<file path="config.mk">
export PLATFORM = sky130hd
export DESIGN_NAME = sram_port_arbiter
export DESIGN_NICKNAME = d
export VERILOG_FILES = /design/src/rtl/cpu_pkg.sv /design/src/rtl/arb_owner_pipe.sv /design/src/rtl/sram_port_arbiter.sv
export SDC_FILE = /design/constraint.sdc
export NUM_CORES = 1
export LEC_CHECK = 0
export ABC_AREA = 0
export CAP_MARGIN = 0
export CELL_PAD_IN_SITES_DETAIL_PLACEMENT = 1
export CELL_PAD_IN_SITES_GLOBAL_PLACEMENT = 2
export CORE_ASPECT_RATIO = 1.5
export CORE_MARGIN = 10
export CORE_UTILIZATION = 10
export DETAILED_ROUTE_END_ITERATION = 12
export GPL_ROUTABILITY_DRIVEN = 0
export PLACE_DENSITY_LB_ADDON = 0.1
export REMOVE_ABC_BUFFERS = 1
export SYNTH_ARGS = -nofsm -noshare
export SYNTH_HDL_FRONTEND = slang
export SYNTH_SLANG_ARGS = --single-unit
</file>
<file path="constraint.sdc">
create_clock -name clk -period 2.5 [get_ports clk]
set_clock_uncertainty 0.15 [all_clocks]
set_input_delay 0.5 -clock clk [delete_from_list [all_inputs] [get_ports clk]]
set_output_delay 0.5 -clock clk [all_outputs]
set_load 0.01 [all_outputs]
</file>
<file path="src/rtl/cpu_pkg.sv">
// cpu_pkg: shared SRAM interface widths and the owner tag carried
// alongside each SRAM read while its data is in flight.
//   SRAM_AW / SRAM_DW : SRAM address / data width
//   OWNER_INST / OWNER_DATA : which requester a read belongs to
//   owner_tag_t : {vld, owner} entry of the owner-tag pipeline
package cpu_pkg;

    localparam int unsigned SRAM_AW = 32;
    localparam int unsigned SRAM_DW = 32;

    localparam logic OWNER_INST = 1'b0;
    localparam logic OWNER_DATA = 1'b1;

    typedef struct packed {
        logic vld;
        logic owner;
    } owner_tag_t;

    // Drop an inst-owned tag when fetch is redirected; data tags pass unchanged.
    function automatic owner_tag_t clear_inst(input owner_tag_t tag, input logic cancel);
        owner_tag_t res;
        res = tag;
        if (cancel && (tag.owner == OWNER_INST)) begin
            res.vld = 1'b0;
        end
        return res;
    endfunction

endpackage

</file>
<file path="src/rtl/arb_owner_pipe.sv">
// arb_owner_pipe: LAT-deep shift register of owner tags that tracks which
// requester owns the SRAM read data returning LAT cycles after issue.
//   clk, reset  : clock, async active-high reset (all entries invalid)
//   push_tag    : tag for the access issued this cycle
//   inst_cancel : invalidates every inst-owned entry, including push_tag
//   out_tag     : tag matching the SRAM read data presented this cycle
module arb_owner_pipe
    import cpu_pkg::*;
#(
    parameter int unsigned LAT = 1
) (
    input  logic       clk,
    input  logic       reset,
    input  owner_tag_t push_tag,
    input  logic       inst_cancel,
    output owner_tag_t out_tag
);

    owner_tag_t stage [LAT];

    always_ff @(posedge clk or posedge reset) begin
        if (reset) begin
            for (int unsigned i = 0; i < LAT; i++) begin
                stage[i] <= '0;
            end
        end else begin
            stage[0] <= clear_inst(push_tag, inst_cancel);
            for (int unsigned i = 1; i < LAT; i++) begin
                stage[i] <= clear_inst(stage[i-1], inst_cancel);
            end
        end
    end

    assign out_tag = stage[LAT-1];

endmodule

</file>
<file path="src/rtl/sram_port_arbiter.sv">
// sram_port_arbiter: shares one single-port synchronous SRAM between the
// fetch stage (read-only) and the memory stage (read/write).
//   clk, reset                       : clock, async active-high reset
//   inst_req/addr/cancel             : fetch read request, redirect flush
//   inst_gnt/rvalid/rdata            : fetch grant and returned word
//   data_req/wen/addr/wdata          : memory-stage request (wen==0 -> read)
//   data_gnt/rvalid/rdata            : memory-stage grant and load word
//   sram_en/wen/addr/wdata, sram_rdata : SRAM interface
// Data has fixed priority over inst; after STARVE_MAX consecutive contested
// losses inst wins the next contested cycle. Reads are fully pipelined and
// return LAT cycles after grant, routed by the owner-tag pipeline.
module sram_port_arbiter
    import cpu_pkg::*;
#(
    parameter int unsigned LAT        = 1,
    parameter int unsigned STARVE_MAX = 4
) (
    input  logic               clk,
    input  logic               reset,
    input  logic               inst_req,
    input  logic [SRAM_AW-1:0] inst_addr,
    input  logic               inst_cancel,
    output logic               inst_gnt,
    output logic               inst_rvalid,
    output logic [SRAM_DW-1:0] inst_rdata,
    input  logic               data_req,
    input  logic [3:0]         data_wen,
    input  logic [SRAM_AW-1:0] data_addr,
    input  logic [SRAM_DW-1:0] data_wdata,
    output logic               data_gnt,
    output logic               data_rvalid,
    output logic [SRAM_DW-1:0] data_rdata,
    output logic               sram_en,
    output logic [3:0]         sram_wen,
    output logic [SRAM_AW-1:0] sram_addr,
    output logic [SRAM_DW-1:0] sram_wdata,
    input  logic [SRAM_DW-1:0] sram_rdata
);

    logic       inst_rq;
    logic       data_rq;
    logic       inst_win;
    logic       data_win;
    logic       starved;
    logic [3:0] starve_cnt;
    owner_tag_t push_tag;
    owner_tag_t out_tag;

    // Requests are masked while reset is held so no grant or SRAM access
    // escapes during reset.
    assign inst_rq = inst_req & ~reset;
    assign data_rq = data_req & ~reset;
    assign starved = (starve_cnt == 4'(STARVE_MAX));

    always_comb begin
        inst_win   = inst_rq & (~data_rq | starved);
        data_win   = data_rq & ~inst_win;
        sram_en    = inst_win | data_win;
        sram_wen   = '0;
        sram_addr  = '0;
        sram_wdata = '0;
        if (data_win) begin
            sram_wen   = data_wen;
            sram_addr  = data_addr;
            sram_wdata = data_wdata;
        end else if (inst_win) begin
            sram_addr  = inst_addr;
        end
    end

    assign inst_gnt = inst_win;
    assign data_gnt = data_win;

    always_ff @(posedge clk or posedge reset) begin
        if (reset) begin
            starve_cnt <= '0;
        end else if (!inst_req || inst_win) begin
            starve_cnt <= '0;
        end else if (!starved) begin
            starve_cnt <= starve_cnt + 4'd1;
        end
    end

    // Only reads occupy a tag slot; writes complete at grant.
    always_comb begin
        push_tag       = '0;
        push_tag.vld   = sram_en & (sram_wen == '0);
        push_tag.owner = data_win ? OWNER_DATA : OWNER_INST;
    end

    arb_owner_pipe #(
        .LAT (LAT)
    ) u_owner_pipe (
        .clk         (clk),
        .reset       (reset),
        .push_tag    (push_tag),
        .inst_cancel (inst_cancel),
        .out_tag     (out_tag)
    );

    assign inst_rvalid = out_tag.vld & (out_tag.owner == OWNER_INST);
    assign data_rvalid = out_tag.vld & (out_tag.owner == OWNER_DATA);
    assign inst_rdata  = sram_rdata;
    assign data_rdata  = sram_rdata;

endmodule

</file>
==> reports/qor.yml, run 1 <==
outcome:
  status: "finished, final reports clean"
routing:
  wl_um: 11800
  wl_per_cell_um: 23.7
  drc: 0
  drt_iter0_drc: 43
  ant_nets: 0
  vias: 1799
  drt-pass1-iter-count: 4
  avgViaCountPerCell: 3.63
floorplanning:
  core_mm2: 0.0141
  pin_count: 274
  die_area_mm2: 0.0198
  start_util_pct: 10.3
  dieHeight_um: 168
  row_count: 53
  die-width_um: 118
yosys:
  synth_cell_type_count: 22
  synth-xor-area-share_pct: 1.21
  synthMuxAreaShare_pct: 1.38
  synth_ff_type: "dfrtp_1"
  synth_area_per_cell_um2: 8.25
  syn_inst: 176
  synth_compound_gate_area_share_pct: 24.0
  synth_top_family_by_area: "buffers and inverters"
  synth_edf_count: 0
  synthSimpleGateAreaFrac_pct: 20.3
  synth.top_cell.area_share_pct: 33.1
  synth_area_mm2: 0.00145
  synth_top_area_cell: "buf_4"
  synthArstFlopShare_pct: 100
  yosysMostFrequentCell: "buf_4"
  ys_seq_area_share_pct: 10.3
  synthAdderAreaFrac_pct: 1.72
  synth_warnings: 0
  synthTopCellsByArea: "buf_4 33%, and2_1 16%, a22o_1 12%, dfrtp_1 10%, a22o_2 9.0%"
  synth_seq_cells: 6
  synth_top_cells_by_count: "64 x buf_4, 37 x and2_1, 20 x a22o_1"
setup_path:
  timing.reg2reg.worst_path_depth: 6
  critPathArrivalTime_ns: 1.80
  crit_path_max_fanout: 25
  start_kind: "flop"
  worstReg2RegEnd: "u_owner_pipe.out_tag[1]$_DFF_PP0_"
  critPathRequiredTime_ns: 1.85
  rr_startpoint: "starve_cnt[0]$_DFFE_PP0P_"
  startpoint: "starve_cnt[0]$_DFFE_PP0P_"
  cp-endpoint: "sram_addr[31]"
  critPathCaptureType: "primary output"
  path_class: "flop to primary output"
  reg2reg_setup_slack_ns: 0.79
clocking:
  cts_buffers: 3
  cts_hold_buf: 0
  cts_root_buffer: "clkbuf_16"
  clkTransAtPathRegs_ns: 0.04
  cts_tree: "done"
  clockBufferDepth: 2
  clock-sinks: 6
  htree_levels: 1
  clock_latency_ns: 0.23
grt:
  antenna_found_initial: 0
  grt_overflow_total: 0
  grt_pass1_vias: 2119
  track_usage_pct: 11.0
  grt_pass1_wl_um: 15700
  grt_max_degree: 26
cells_and_area:
  area_growth_pct: 113
  nets: 445
  drive_gt1_share_pct: 39.1
  layout.cells.non_filler: 496
  antenna_cells: 0
power_and_ir_drop:
  cellLeakagePower_nw: 1.43
  p_total_mw: 0.857
  power.density_mw_per_mm2: 277
  ir_drop_v: 0.000127
sta:
  worstMarginPinSlew_ns: 0.348
  fmax_mhz: 407
  relSlewSlack_pct: 76.8
  fin_ws_ns: 0.0456
  period_share_pct: 98.2
  fin_crit_ns: 2.45
  hold_viol_final: 0
  maxSlewViolCount: 0
  setup_viol: 0
  rsz0062_at_grt: "yes"
place:
  portBuffers: 177
  dp.cells: 485
  place_ws_ns: -0.509
  place_hpwl_um: 10100
job:
  max_cap_viol_count: 0
worst_hold_path:
  hold_path_class: "input port to async pin"
## layer usage
metal  vias to the layer above  GRT usage, %  share of wire (%)
met1                       815          10.5                 34
met5                         -          3.63               0.63
met4                         2         0.809               0.45
li1                        789             -                  -
met3                         8          11.3                 21
met2                       185          16.6                 44
## cells by family after synthesis
group	count (synthesis)
muxes	2
xor gates and xnor gates	2
DFF	6
and+or+nand+nor	47
adders and majority gates	2
AOI/OAI and AO/OA	37
buffers and inverters	80
## per-stage QoR
step                      TNS [ns]  cell area [um^2]  util, %  hold slack, ns
after CTS                   -0.453              3100     21.9           0.307
after global placement      -33.07              3050     21.6           0.499
after detailed placement    -32.63              3050     21.6           0.502
final                            0              3100     21.9           0.303
after global routing        -0.114              3100     21.9           0.342
after floorplan             -14.81               875        -           0.149
## how the worst min path moves through the flow
stage / start / endpoint / slack [ns] / cells past startpoint
finish: reset / starve_cnt[3]$_DFFE_PP0P_ / 0.30 / 3
global route: reset / starve_cnt[3]$_DFFE_PP0P_ / 0.34 / 3
CTS: reset / starve_cnt[3]$_DFFE_PP0P_ / 0.31 / 3
detailed placement: starve_cnt[0]$_DFFE_PP0P_ / starve_cnt[0]$_DFFE_PP0P_ / 0.50 / 3
global placement: starve_cnt[0]$_DFFE_PP0P_ / starve_cnt[0]$_DFFE_PP0P_ / 0.50 / 3
floorplan: reset / starve_cnt[0]$_DFFE_PP0P_ / 0.15 / 1
## final cells by class
cell class	instances	area [um^2]
Timing Repair Buffer	200	1870
Fill cell	1658	11000
Multi-Input combinational cell	90	746
Clock buffer	3	75.1
Sequential cell	6	150
Tap cell	192	240
Inverter	5	18.8
## registers in the layout, indices dropped and copies added (netlist names)
register,flops
starve_cnt,4
u_owner_pipe.out_tag,2
## worst max-delay path, stage by stage (launching register included)
cell      delay (ns)
dfrtp_1         0.38
inv_2           0.08
ha_4            0.15
nand3b_4        0.10
o211a_4         0.33
buf_12          0.19
a22o_2          0.20
buf_2           0.14
## cell usage in the layout, fill, tap and decap left out, drive strengths merged, types with 2 or more instances in the layout
master / n
dlygate4sd2: 5
nor3: 3
dfrtp: 6
a211oi: 2
clkbuf: 7
inv: 5
nor2: 3
xnor2: 2
a22o: 33
mux2i: 2
and2: 37
clkdlybuf4s50: 104
buf: 87
ha: 2
## timing repair
item	4_1_cts	5_1_grt
cloned	5	1
pin swaps	7	6
buffers inserted	4	2
hold endpoints to repair	0	0
setup endpoints to repair	70	49
gates resized for setup	298	26
## where the power goes
part           internal, mW  switching (mW)  leakage (nW)  total [mW]
clock                 0.206          0.0581        0.0370       0.264
combinational         0.312           0.173          1.31       0.486
sequential            0.104         0.00414        0.0807       0.108
total                 0.622           0.235          1.43       0.857
No activity file was read; power rests on OpenSTA's default activity.
==> run 2, diff against run 1 <==
Clock period 2.5 ns to 1.97 ns, I/O delays scaled along.
==> run 2 against run 1 <==
Effect of this change: the run now ends with setup timing left; count of clock-buffer cells in the layout did not move; sequential share of layout area fell by 0.49 points; hold slack worse by 0.097 ns; setup slack got worse by 0.51 ns; power up 35%; clock power rose by 25%; largest power group unchanged.
==> reports/qor.yml, run 2 (same netlist as run 1, synthesis figures left out) <==
setup_path:
  rr_startpoint: "starve_cnt[1]$_DFFE_PP0P_"
  reg2reg_setup_slack_ns: 0.17  # -0.62 ns
  crit_path_max_fanout: 22  # -12%
  worst_path_max_delay_cell: "dfrtp_1"
  timing.reg2reg.worst_path_depth: 7  # +1
  startpoint: "starve_cnt[1]$_DFFE_PP0P_"
  crit_chain: "inv_2 > ha_4 > nand3b_4 > buf_4 > o211a_4 > buf_12 > a22o_4 > buf_6"
  worstReg2RegEnd: "u_owner_pipe.out_tag[1]$_DFF_PP0_"
  cpPeakStageDelay_ns: 0.38  # about the same
  path_buf_inv: 4  # +1
  critPathCaptureType: "primary output"
  cp-endpoint: "sram_addr[26]"
  path_class: "flop to primary output"
  critical-path-top-delay-family: "compound AO/OA/AOI/OAI gates"
  critPathArrivalTime_ns: 1.89  # +0.09 ns
  start_kind: "flop"
  critPathRequiredTime_ns: 1.43  # -0.42 ns
  path_depth: 8  # +1
floorplanning:
  row_count: 53  # unchanged
  pin_count: 274  # unchanged
  dieHeight_um: 168  # unchanged
  start_util_pct: 10.3  # unchanged
  core_mm2: 0.0141  # unchanged
  die-width_um: 118  # unchanged
  die_area_mm2: 0.0198  # unchanged
sta:
  fin_ws_ns: -0.467  # -0.513 ns
  setup_viol: 70  # +70
  relSlewSlack_pct: 78.1  # +1.3 points
  rsz0062_at_grt: "yes"
  hold_viol_final: 0  # unchanged
  maxSlewViolCount: 0  # unchanged
  hold_ws_ns: 0.206  # -0.0971 ns
  period_share_pct: 124
  worstMarginPinSlew_ns: 0.329  # -0.0194 ns
  fmax_mhz: 410
  fin_crit_ns: 2.44
place:
  dp.cells: 489  # +0.82%
  place_ws_ns: -0.828  # -0.318 ns
  portBuffers: 177  # unchanged
  place_hpwl_um: 10200  # +1.0%
cells_and_area:
  final_cell_mix: "103 x clkdlybuf4s50_1, 49 x buf_6, 28 x buf_2"
  layout.cells.non_filler: 508  # +2.4%
  mostFrequentLayoutCell: "clkdlybuf4s50_1"
  top_register: "starve_cnt"
  largest_reg_flops: 4  # unchanged
  fillers: 1627  # -1.9%
  fin_util_pct: 24.4  # +2.5 points
  antenna_cells: 0  # unchanged
  drive_gt1_share_pct: 47.5  # +8.3 points
  nets: 457  # +2.7%
  area_growth_pct: 137
grt:
  track_usage_pct: 11.1  # +0.075 points
  antenna_found_initial: 0  # unchanged
  grt_overflow_total: 0  # unchanged
  grt_pass1_vias: 2131  # +0.57%
  grt_max_degree: 26  # unchanged
  grt_pass1_wl_um: 15800  # +0.57%
power_and_ir_drop:
  cellLeakagePower_nw: 1.58  # +11%
  power_frac_comb_pct: 59.8  # +3.2 points
  power.density_mw_per_mm2: 337  # +22%
  p_seq_share_pct: 11.8  # -0.8 points
  p_int_mw: 0.847  # +36%
  ir_drop_v: 0.000180  # +42%
  p_sw_share_pct: 27.0  # -0.50 points
  switchingPower_mw: 0.313  # +33%
  clkPwrFrac_pct: 28.4  # -2.4 points
outcome:
  failed_checks: "setup timing"
  status: "finished, violations left"
routing:
  wl_per_cell_um: 23.6  # -0.59%
  ant_nets: 0  # unchanged
  vias: 1829  # +1.7%
  drt_iter0_drc: 10  # -77%
  wl_um: 12000  # +1.8%
  avgViaCountPerCell: 3.60  # -0.73%
  drc: 0  # unchanged
  drt-pass1-iter-count: 4  # unchanged
job:
  max_cap_viol_count: 0  # unchanged
clocking:
  cts_root_buffer: "clkbuf_16"
  htree_levels: 1  # unchanged
  clkTransAtPathRegs_ns: 0.03  # about the same
  clock_latency_ns: 0.23  # about the same
  clock-sinks: 6  # unchanged
  clockBufferDepth: 2  # unchanged
  cts_tree: "done"
  cts_buffers: 3  # unchanged
worst_hold_path:
  hold_path_class: "input port to async pin"
==> run 2: metrics by stage <==
step	total power [mW]	area (um^2)	TNS [ns]
after global routing	1.23	3440	-33.46
after global placement	0.762	3080	-55.90
final	1.16	3440	-29.23
after floorplan	0.303	875	-44.65
after detailed placement	0.760	3080	-55.38
after CTS	1.15	3290	-23.52
==> run 2: area by class of cell <==
| type | instances | area, um^2 | area share [%] |
|---|---|---|---|
| Timing Repair Buffer | 212 | 2100 | 61.1 |
| Multi-Input combinational cell | 90 | 856 | 24.9 |
| Tap cell | 192 | 240 | 6.98 |
| Sequential cell | 6 | 150 | 4.36 |
| Clock buffer | 3 | 75.1 | 2.18 |
| Inverter | 5 | 18.8 | 0.545 |
==> run 2: tightest hold or removal path, stage by stage <==
cell	delay [ns]
dlygate4sd2_1	0.26
inv_1	0.10
buf_4	0.17
==> run 2: power by group through the flow <==
stage                     Combinational, mW  Sequential, mW  Clock, mW
after floorplan                       0.164           0.139          0
after global placement                0.625           0.138          0
after detailed placement              0.622           0.138          0
after CTS                             0.673           0.137      0.337
after global routing                  0.745           0.138      0.347
final                                 0.694           0.137      0.329
==> run 2: repair_timing <==
item | in CTS | in global routing
cloned | 3 | 2
pin swaps | 28 | 2
resized for setup | 359 | 24
hold buffers | 0 | 0
setup buffers | 9 | 3
setup endpoints to repair | 71 | 70
==> run 2: worst min path at each step <==
stage / start / endpoint / depth (start not counted)
global placement: starve_cnt[0]$_DFFE_PP0P_ / starve_cnt[0]$_DFFE_PP0P_ / 3
finish: reset / starve_cnt[3]$_DFFE_PP0P_ / 3
floorplan: reset / starve_cnt[0]$_DFFE_PP0P_ / 1
detailed placement: starve_cnt[0]$_DFFE_PP0P_ / starve_cnt[0]$_DFFE_PP0P_ / 3
CTS: reset / starve_cnt[3]$_DFFE_PP0P_ / 3
global route: reset / starve_cnt[3]$_DFFE_PP0P_ / 3
==> run 2: metal layers <==
| metal | up-vias | share of wire, % | global-route usage [%] |
|---|---|---|---|
| li1 | 817 | - | - |
| met1 | 823 | 33 | 10.4 |
| met2 | 180 | 45 | 17.1 |
| met3 | 7 | 21 | 11.3 |
| met4 | 2 | 0.30 | 0.809 |
| met5 | - | 0.64 | 3.37 |
==> run 3, diff against run 2 <==
Settings changed: CAP_MARGIN 0 to 20, REMOVE_ABC_BUFFERS 1 to default.
==> run 3 against run 2 <==
Effect of this change: the flow still finishes with violations (setup timing); wire length is 13% lower; fmax is 3.4% higher; global-route usage is 1.8 points lower; sequential power hardly changed; count of clock-buffer cells in the layout stayed put; final area is 0.91% higher; register-to-register slack hardly changed; sequential cell count stayed put.
==> reports/qor.yml, run 3 (same netlist as run 1, synthesis figures left out) <==
cells_and_area:
  nets: 461  # +0.88%
  final_cell_mix: "103 x clkdlybuf4s50_1, 48 x buf_6, 30 x and2_4"
  stdcell_area_mm2: 0.00347  # +0.91%
  mostFrequentLayoutCell: "clkdlybuf4s50_1"
  drive_gt1_share_pct: 50.6  # +3.2 points
  fin_util_pct: 24.6  # +0.22 points
  area_growth_pct: 139
  antenna_cells: 0  # unchanged
  top_register: "starve_cnt"
  layout.cells.non_filler: 512  # +0.79%
  largest_reg_flops: 4  # unchanged
routing:
  drt_iter0_drc: 27  # +17
  wl_um: 10400  # -13%
  wl_per_cell_um: 20.3  # -14%
  avgViaCountPerCell: 3.46  # -3.9%
  drc: 0  # unchanged
  ant_nets: 0  # unchanged
  drt-pass1-iter-count: 3  # -1
  vias: 1771  # -3.2%
sta:
  fin_crit_ns: 2.36  # -0.0796 ns
  rsz0062_at_grt: "yes"
  setup_viol: 70  # unchanged
  maxSlewViolCount: 0  # unchanged
  worstMarginPinSlew_ns: 0.363  # +0.0337 ns
  period_share_pct: 120  # -4.0 points
  fmax_mhz: 424  # +3.4%
  fin_tns_setup_ns: -21.47  # +7.76 ns
  fin_ws_ns: -0.388  # +0.0796 ns
  relSlewSlack_pct: 75.8  # -2.2 points
  hold_viol_final: 0  # unchanged
power_and_ir_drop:
  ir_drop_v: 0.000479  # +170%
  cellLeakagePower_nw: 1.59  # +0.47%
  power.density_mw_per_mm2: 340  # +0.98%
setup_path:
  worst_path_max_delay_cell: "dfrtp_1"
  path_class: "flop to primary output"
  cpPeakStageDelay_ns: 0.37  # about the same
  crit_path_max_fanout: 8  # -64%
  critPathRequiredTime_ns: 1.43  # about the same
  critPathCaptureType: "primary output"
  crit_chain: "inv_2 > ha_4 > nand3b_4 > a211oi_4 > buf_6 > buf_12 > buf_12 > a22o_4 > buf_6"
  critPathArrivalTime_ns: 1.81  # -0.08 ns
  start_kind: "flop"
place:
  place_hpwl_um: 8230  # -19%
  portBuffers: 177  # unchanged
  postPlaceCellArea_mm2: 0.00309  # +0.49%
  dp.cells: 487  # -0.41%
clocking:
  cts_buffers: 3  # unchanged
  cts_root_buffer: "clkbuf_16"
  clock-sinks: 6  # unchanged
  clock_latency_ns: 0.23  # about the same
  clkTransAtPathRegs_ns: 0.04  # about the same
  htree_levels: 1  # unchanged
  cts_tree: "done"
  clockBufferDepth: 2  # unchanged
floorplanning:
  pin_count: 274  # unchanged
  row_count: 53  # unchanged
  die-width_um: 118  # unchanged
  start_util_pct: 10.3  # unchanged
  die_area_mm2: 0.0198  # unchanged
  dieHeight_um: 168  # unchanged
  core_mm2: 0.0141  # unchanged
yosys:
  syn_nets: 315
grt:
  grt_overflow_total: 0  # unchanged
  track_usage_pct: 9.30  # -1.8 points
  grt_pass1_vias: 1963  # -7.9%
  grt_pass1_wl_um: 13900  # -12%
  grt_max_degree: 18  # -31%
  antenna_found_initial: 0  # unchanged
outcome:
  status: "finished, violations left"
  failed_checks: "setup timing"
worst_hold_path:
  hold_path_class: "input port to async pin"
job:
  max_cap_viol_count: 0  # unchanged
run 3: changes by cell type in the layout (fill, tap and decap cells not counted), moves of 2 or more:
cell / before / now
buf_4: 19 / 23
buf_16: 3 / 1
a22o_2: 3 / 7
and2_4: 22 / 30
clkbuf_2: 0 / 4
and2_1: 15 / 7
a22o_4: 10 / 6
buf_2: 28 / 22
run 3: final timing paths:
kind                       cells after the start                                end                       from  slack [ns]
max in group asynchronous                      3          starve_cnt[0]$_DFFE_PP0P_                      reset        1.32
hold / removal                                 3          starve_cnt[3]$_DFFE_PP0P_                      reset        0.23
hold reg to reg                                3          starve_cnt[3]$_DFFE_PP0P_  starve_cnt[3]$_DFFE_PP0P_        0.53
min in group clk                               3          starve_cnt[3]$_DFFE_PP0P_  starve_cnt[3]$_DFFE_PP0P_        0.53
setup reg to reg                               7  u_owner_pipe.out_tag[1]$_DFF_PP0_  starve_cnt[1]$_DFFE_PP0P_        0.18
setup / recovery                               9                      sram_addr[27]  starve_cnt[1]$_DFFE_PP0P_       -0.39
run 3: what timing repair did:
action                                  CTS  global route
hold buffers                              0             0
setup buffers                             9            11
gates cloned                              5             3
pin swaps                                 8            16
resized for setup                       320            57
endpoints found under the setup margin   71            70
endpoints found under the hold margin     0             0
run 3: routing by layer:
metal | global-route usage, % | wire length (um) | vias up | share of wire [%]
li1 | - | - | 827 | -
met1 | 7.67 | 3050 | 822 | 29
met2 | 20.0 | 6330 | 97 | 61
met3 | 2.83 | 773 | 25 | 7.5
met4 | 2.37 | 220 | 0 | 2.1
met5 | 0 | 0 | - | 0
run 3: layout make-up:
cell class	count	area [um^2]
sequential	6	150
timing repair buffer	215	2130
inverter	5	18.8
clock buffer	3	75.1
tap	192	240
multi-input combinational	91	863
fill	1631	10700
run 3: metrics by stage:
| stage | hold slack (ns) | setup WS (ns) | total power [mW] |
|---|---|---|---|
| 3_3_place_gp | 0.515 | -0.864 | 0.771 |
| 4_1_cts | 0.192 | -0.505 | 1.17 |
| 6_report | 0.227 | -0.388 | 1.18 |
| 5_1_grt | 0.263 | -0.467 | 1.26 |
| 3_5_place_dp | 0.521 | -0.875 | 0.773 |
| 2_1_floorplan | 0.0432 | -0.0551 | 0.480 |
run 3: worst max-delay path, delay by kind of cell, from the launching register on:
| kind | cells | cell delay (ns) |
|---|---|---|
| adders and majority gates | 1 | 0.14 |
| AOI/OAI and AO/OA | 2 | 0.39 |
| buffers and inverters | 5 | 0.55 |
| DFF | 1 | 0.37 |
| and+or+nand+nor | 1 | 0.12 |
run 3: report_power, final:
part	switching, mW	internal (mW)
logic	0.247	0.470
clock network	0.0679	0.261
registers	0.00485	0.132
